### src/rtl/fdiv_axis.sv
// fdiv_axis: iterative binary32 divider (restoring, one quotient bit per cycle) with AXI4-Stream handshakes.
// Define FDIV_EARLY_SPECIAL_EN to route special-operand results straight from IDLE to OUT.
module fdiv_axis (
   input  logic        aclk,
   input  logic        aresetn,
   input  logic [31:0] s_axis_a_tdata,
   input  logic        s_axis_a_tvalid,
   output logic        s_axis_a_tready,
   input  logic [31:0] s_axis_b_tdata,
   input  logic        s_axis_b_tvalid,
   output logic        s_axis_b_tready,
   output logic [31:0] m_axis_result_tdata,
   output logic        m_axis_result_tvalid,
   input  logic        m_axis_result_tready
);
`ifdef FDIV_EARLY_SPECIAL_EN
   localparam logic EARLY = 1'b1;
`else
   localparam logic EARLY = 1'b0;
`endif
   typedef enum logic [1:0] {IDLE, DIV, ROUND, OUT} state_t;
   state_t state, state_nx;
   logic trdy, sign, spec;
   logic [31:0] spec_res;
   logic [9:0] exp_r;
   logic [23:0] mb;
   logic [25:0] rem;
   logic [24:0] quo;
   logic [4:0] cnt;
   logic [7:0] ea, eb;
   logic [23:0] ma_n, mb_n;
   logic za, zb, ia, ib, nan_n, special_n, sign_n, lt, accept, ge, up;
   logic [31:0] spec_n, res;
   logic [25:0] rsel;
   logic [23:0] mr;
   logic [9:0] er;
   assign s_axis_a_tready = trdy;
   assign s_axis_b_tready = trdy;
   assign ea = s_axis_a_tdata[30:23];
   assign eb = s_axis_b_tdata[30:23];
   assign za = ea == 8'd0;
   assign zb = eb == 8'd0;
   assign ia = ea == 8'hFF && s_axis_a_tdata[22:0] == 23'd0;
   assign ib = eb == 8'hFF && s_axis_b_tdata[22:0] == 23'd0;
   assign nan_n = (ea == 8'hFF && |s_axis_a_tdata[22:0]) || (eb == 8'hFF && |s_axis_b_tdata[22:0]) ||
                  (za && zb) || (ia && ib);
   assign special_n = za || zb || ea == 8'hFF || eb == 8'hFF;
   assign sign_n = s_axis_a_tdata[31] ^ s_axis_b_tdata[31];
   assign spec_n = nan_n ? 32'h7FC00000 : (zb || ia) ? {sign_n, 8'hFF, 23'd0} : {sign_n, 31'd0};
   assign ma_n = za ? 24'd0 : {1'b1, s_axis_a_tdata[22:0]};
   assign mb_n = zb ? 24'd0 : {1'b1, s_axis_b_tdata[22:0]};
   assign lt = ma_n < mb_n;
   assign accept = state == IDLE && trdy && s_axis_a_tvalid && s_axis_b_tvalid;
   assign ge = rem >= {2'b00, mb};
   assign rsel = ge ? rem - {2'b00, mb} : rem;
   // mantissa wraps to zero on round carry-out, i.e. the hidden bit clears
   assign up = quo[0] && (rem != 26'd0 || quo[1]);
   assign mr = quo[24:1] + {23'd0, up};
   assign er = exp_r + {9'd0, ~mr[23]};
   assign res = spec ? spec_res
              : $signed(er) >= 10'sd255 ? {sign, 8'hFF, 23'd0}
              : $signed(er) <= 10'sd0 ? {sign, 31'd0}
              : {sign, er[7:0], mr[22:0]};
   always_comb begin
      state_nx = state;
      case (state)
         IDLE:    if (accept) state_nx = (EARLY && special_n) ? OUT : DIV;
         DIV:     if (cnt == 5'd0) state_nx = ROUND;
         ROUND:   state_nx = OUT;
         OUT:     if (m_axis_result_tvalid && m_axis_result_tready) state_nx = IDLE;
         default: state_nx = IDLE;
      endcase
   end
   always_ff @(posedge aclk or negedge aresetn)
      if (!aresetn) state <= IDLE;
      else state <= state_nx;
   always_ff @(posedge aclk or negedge aresetn)
      if (!aresetn) begin
         trdy <= 1'b0;
         m_axis_result_tvalid <= 1'b0;
         m_axis_result_tdata <= 32'd0;
         sign <= 1'b0;
         spec <= 1'b0;
         spec_res <= 32'd0;
         exp_r <= 10'd0;
         mb <= 24'd0;
         rem <= 26'd0;
         quo <= 25'd0;
         cnt <= 5'd0;
      end else begin
         case (state)
            IDLE: begin
               trdy <= !accept;
               if (accept) begin
                  sign <= sign_n;
                  spec <= special_n;
                  spec_res <= spec_n;
                  exp_r <= {2'b00, ea} - {2'b00, eb} + 10'd127 - {9'd0, lt};
                  mb <= mb_n;
                  rem <= lt ? {1'b0, ma_n, 1'b0} : {2'b00, ma_n};
                  quo <= 25'd0;
                  cnt <= 5'd24;
               end
            end
            DIV: begin
               rem <= rsel << 1;
               quo <= {quo[23:0], ge};
               cnt <= cnt - 5'd1;
            end
            ROUND: begin
               m_axis_result_tdata <= res;
               m_axis_result_tvalid <= 1'b1;
            end
            OUT: begin
               if (!m_axis_result_tvalid) begin
                  m_axis_result_tdata <= spec_res;
                  m_axis_result_tvalid <= 1'b1;
               end else if (m_axis_result_tready) begin
                  m_axis_result_tvalid <= 1'b0;
                  trdy <= 1'b1;
               end
            end
            default: ;
         endcase
      end
endmodule

### config.mk
export PLATFORM = sky130hd
export DESIGN_NAME = fdiv_axis
export DESIGN_NICKNAME = d
export VERILOG_FILES = /design/src/rtl/fdiv_axis.sv
export SDC_FILE = /design/constraint.sdc
export NUM_CORES = 1
export LEC_CHECK = 0
export ABC_AREA = 1
export CAP_MARGIN = 40
export CORE_AREA = 2 2 161 163
export CTS_CLUSTER_DIAMETER = 50
export DETAILED_ROUTE_END_ITERATION = 8
export DIE_AREA = 0 0 163 165
export GPL_TIMING_DRIVEN = 0
export PLACE_DENSITY = 0.59
export SETUP_SLACK_MARGIN = 0.05
export SLEW_MARGIN = 15
export SYNTH_ARGS = -nofsm -noshare
export SYNTH_HDL_FRONTEND = slang
export SYNTH_SLANG_ARGS = --single-unit
export TNS_END_PERCENT = 1
### constraint.sdc
create_clock -name aclk -period 4.08 [get_ports aclk]
set_clock_uncertainty 0.2 [all_clocks]
set_input_delay 0.408 -clock aclk [delete_from_list [all_inputs] [get_ports aclk]]
set_output_delay 0.408 -clock aclk [all_outputs]
set_load 0.02 [all_outputs]
==> implementation parameters <==
Parameter                              Value

Status
  Status    finished clean

Yosys
  Library cell occupying the most area in the post-synthesis netlist    sky130_fd_sc_hd__dfrtp_1
  Register area share after synthesis    33.2%
  Cells after synthesis    1400
  Warnings, synthesis    0
  Synth cell count leaders    sky130_fd_sc_hd__nand2_1 (383), sky130_fd_sc_hd__inv_1 (177), sky130_fd_sc_hd__dfrtp_1 (131)
  Flip-flop and latch count after synthesis    131
  Fraction of synthesized cell area taken by the top area cell type    33.2%
  Number of synthesized flops with an enable pin    0
  Ys async rst share    100%
  Most numerous cell in the Yosys netlist    sky130_fd_sc_hd__nand2_1
  Mean cell area of the mapped netlist    7.05 um2
  Number of distinct standard cells referenced by the synthesized netlist    53
  Post-synth top flop    sky130_fd_sc_hd__dfrtp_1
  Leading cell types by total area after synthesis    sky130_fd_sc_hd__dfrtp_1 (33%), sky130_fd_sc_hd__nand2_1 (15%), sky130_fd_sc_hd__ha_1 (9.4%)
  Netlist area before placement    0.00988 mm2
  Syn Nets    1546

Layout
  Area overhead of the layout relative to synthesis    28.5%
  Final cell count without fillers    1897
  Fraction of layout instances using a drive strength above 1    12.6%
  Post-route standard cell area excluding fillers    0.0127 mm2
  Antenna Cells    0
  Final nets    1700
  Layout filler cell count    2555

STA
  Relative max-transition margin    41.9%
  Number of pins exceeding their max-slew limit in the final report    0
  Worst Max-Slew Pin Slew    866 ps
  Min Tclk post-route    3950 ps
  Unrepaired setup endpoints after global routing    true
  Final worst path period share    96.8%
  Peak Freq    253 MHz
  Final hold slack    278 ps
  Final hold violation count    0
  Setup violation total in the final timing report    0
  Sum of negative setup slack    0 ps

Critical path
  Cell with the largest stage delay on the worst path    sky130_fd_sc_hd__dfrtp_1
  Worst Path Max Fanout    7
  Element type at the critical path start    flip-flop
  Most common cell type on the critical path    sky130_fd_sc_hd__inv_2
  Worst setup path class    reg -> reg
  Biggest cell delay along the critical path    370 ps
  Worst Setup End Kind    flip-flop
  Data required time at the worst endpoint    4190 ps
  Worst Reg2Reg Path Length in Cells    25
  Worst Path Arrival    4050 ps

Power and ir drop
  Static leakage power    6.04 nW
  Fraction of power spent switching nets    48.5%
  Ratio of total power to cell area    752 mW/mm2
  Clk pwr share    17.8%
  Worst IR Drop VDD    0.334 mV
  Gate power share    59.0%
  Switching Power    0.00463 W
  Design internal power    0.00492 W
  Sequential fraction of design power    23.1%

Detailed routing
  Iter 0 DRT Violations    559
  Average wire per standard cell    16.4 um
  Final ANT Viol Nets    0
  Via count of the routed design    9704
  Via density    5.12
  Detailed-route DRC error count    0
  Number of search-and-repair iterations in the first detailed-routing pass    7
  Total wirelength of the detailed-routed design    31100 um

Clock network
  Bufs on Longest Clock Path    2
  Clock transition at path regs    60 ps
  Total CTS buffers    17
  Clock tree root driver cell    sky130_fd_sc_hd__clkbuf_16
  Worst-skew pair later-pin latency    430 ps
  CTS sink cnt    131
  Clock tree from TritonCTS    yes
  Count of H-tree levels built during CTS    4

Hold path
  Worst min-delay path class    reg -> reg
  Hold Path Depth    2

Floorplanning
  Horizontal extent of the die    163 um
  Number of top-level pins    104
  Height of the die    165 um
  Row cnt    58
  Core Area    0.0250 mm2
  Starting density of the core    39.4%
  Area of the die    0.0269 mm2

Global route
  Via count of the first global-routing pass    9491
  Largest net degree at the start of global routing    69
  Total congestion overflow after global routing    0
  Number of antenna violations at the first check in global routing    1
  Global-route wire length before repair    49400 um
  GRT Overall Usage    23.6%

Place
  Total half-perimeter wirelength after legalization and detailed placement    24500 um
  Count of input and output buffers    103
  Routability Congestion    0.972
  Standard cell area after detailed placement    0.0114 mm2
  Number of cells after detailed placement    1834

Run
  Max-capacitance violation count    0
==> state kept, by name, summed over array words and instances, names as in the netlist <==
name and count:
rem 26, spec_res 3, sign 1, s_axis_a_tready 1
mb 24, state 2, exp_r 10, spec 1
quo 25, cnt 5, m_axis_result_tdata 32, m_axis_result_tvalid 1
==> metrics by stage <==
step           worst slack (ps)  power (W)  utilization, %
2_1_floorplan              67.1    0.00596               -
3_3_place_gp              -3070    0.00756            45.4
3_5_place_dp              -1140    0.00757            45.5
4_1_cts                   -35.4    0.00936            49.1
5_1_grt                    -133     0.0104            50.7
6_report                    133    0.00955            50.7
==> logic make-up (layout without fill, tap and decap cells) <==
family	count (synthesis)	after routing	share of synthesized area [%]
simple gates	679	679	29.9
compound gates	244	244	14.0
buf+inv	226	393	9.10
flops	131	131	33.2
fa+ha+maj	77	77	9.98
xor+xnor	43	43	3.81
==> worst max-delay path, delay by kind of cell, from the launching register on <==
family,cells,cell delay [ps]
simple gates,15,1950
xor+xnor,2,460
buf+inv,5,450
flops,1,370
fa+ha+maj,2,340
compound gates,1,50
==> power by group through the flow <==
stage	Combinational, W	Sequential [W]	Clock, W
final	0.00564	0.00221	0.00170
after global routing	0.00634	0.00227	0.00178
after CTS	0.00545	0.00218	0.00173
after detailed placement	0.00537	0.00220	0
after global placement	0.00536	0.00219	0
after floorplan	0.00378	0.00218	0
==> cell type report <==
class                   count  area (um2)  area share, %
flip-flops and latches    131        3280           25.8
clock buffers              19         453           3.57
repair buffers            136        1290           10.2
plain buffers              42         256           2.02
multi-input cells        1043        6100           48.1
clock inverters            13         193           1.52
well taps                 330         413           3.25
inverters                 183         704           5.55
==> path summary, 6_finish.rpt <==
path / startpoint / end / slack, ps
setup / recovery: quo[3]$_DFFE_PN0P_ / m_axis_result_tdata[13]$_DFFE_PN0P_ / 130
hold / removal: m_axis_result_tdata[19]$_DFFE_PN0P_ / m_axis_result_tdata[19]$_DFFE_PN0P_ / 280
setup reg to reg: quo[3]$_DFFE_PN0P_ / m_axis_result_tdata[13]$_DFFE_PN0P_ / 130
hold reg to reg: m_axis_result_tdata[19]$_DFFE_PN0P_ / m_axis_result_tdata[19]$_DFFE_PN0P_ / 280
max in group asynchronous: aresetn / mb[12]$_DFFE_PN0P_ / 2640
min in group asynchronous: aresetn / m_axis_result_tdata[28]$_DFFE_PN0P_ / 310
==> what timing repair did <==
| action | in CTS | in global routing |
|---|---|---|
| setup endpoints to repair | 21 | 35 |
| pin swaps | 11 | 42 |
| hold buffers | 1 | 0 |
| gates cloned | 0 | 2 |
| setup buffers | 10 | 19 |
| hold endpoints to repair | 63 | 0 |
| gates resized for setup | 59 | 79 |
==> placed cells by master (no fill, tap or decap), drive strengths merged, types with 2 or more instances in the layout <==
| cell type | instances |
|---|---|
| a211oi | 2 |
| a21boi | 2 |
| a21oi | 74 |
| buf | 47 |
| bufinv | 4 |
| clkbuf | 56 |
| clkdlybuf4s15 | 3 |
| clkdlybuf4s50 | 86 |
| clkinv | 3 |
| clkinvlp | 2 |
| dfrtp | 131 |
| dlygate4sd2 | 4 |
| fa | 3 |
| ha | 74 |
| inv | 187 |
| nand2 | 388 |
| nand3 | 96 |
| nand3b | 5 |
| nand4 | 29 |
| nor2 | 111 |
| nor3 | 17 |
| nor4 | 19 |
| o211ai | 2 |
| o21a | 3 |
| o21ai | 120 |
| o21bai | 5 |
| o22ai | 27 |
| o31ai | 5 |
| or2 | 12 |
| xnor2 | 14 |
| xor2 | 29 |
==> layer usage <==
layer,part of all wire [%],global-route usage [%],up-vias
li1,-,-,4912
met1,45,30.8,4511
met2,48,40.6,238
met3,3.6,2.34,41
met4,2.7,8.53,2
met5,0.035,0,-
(Power assumes the default switching activity.)
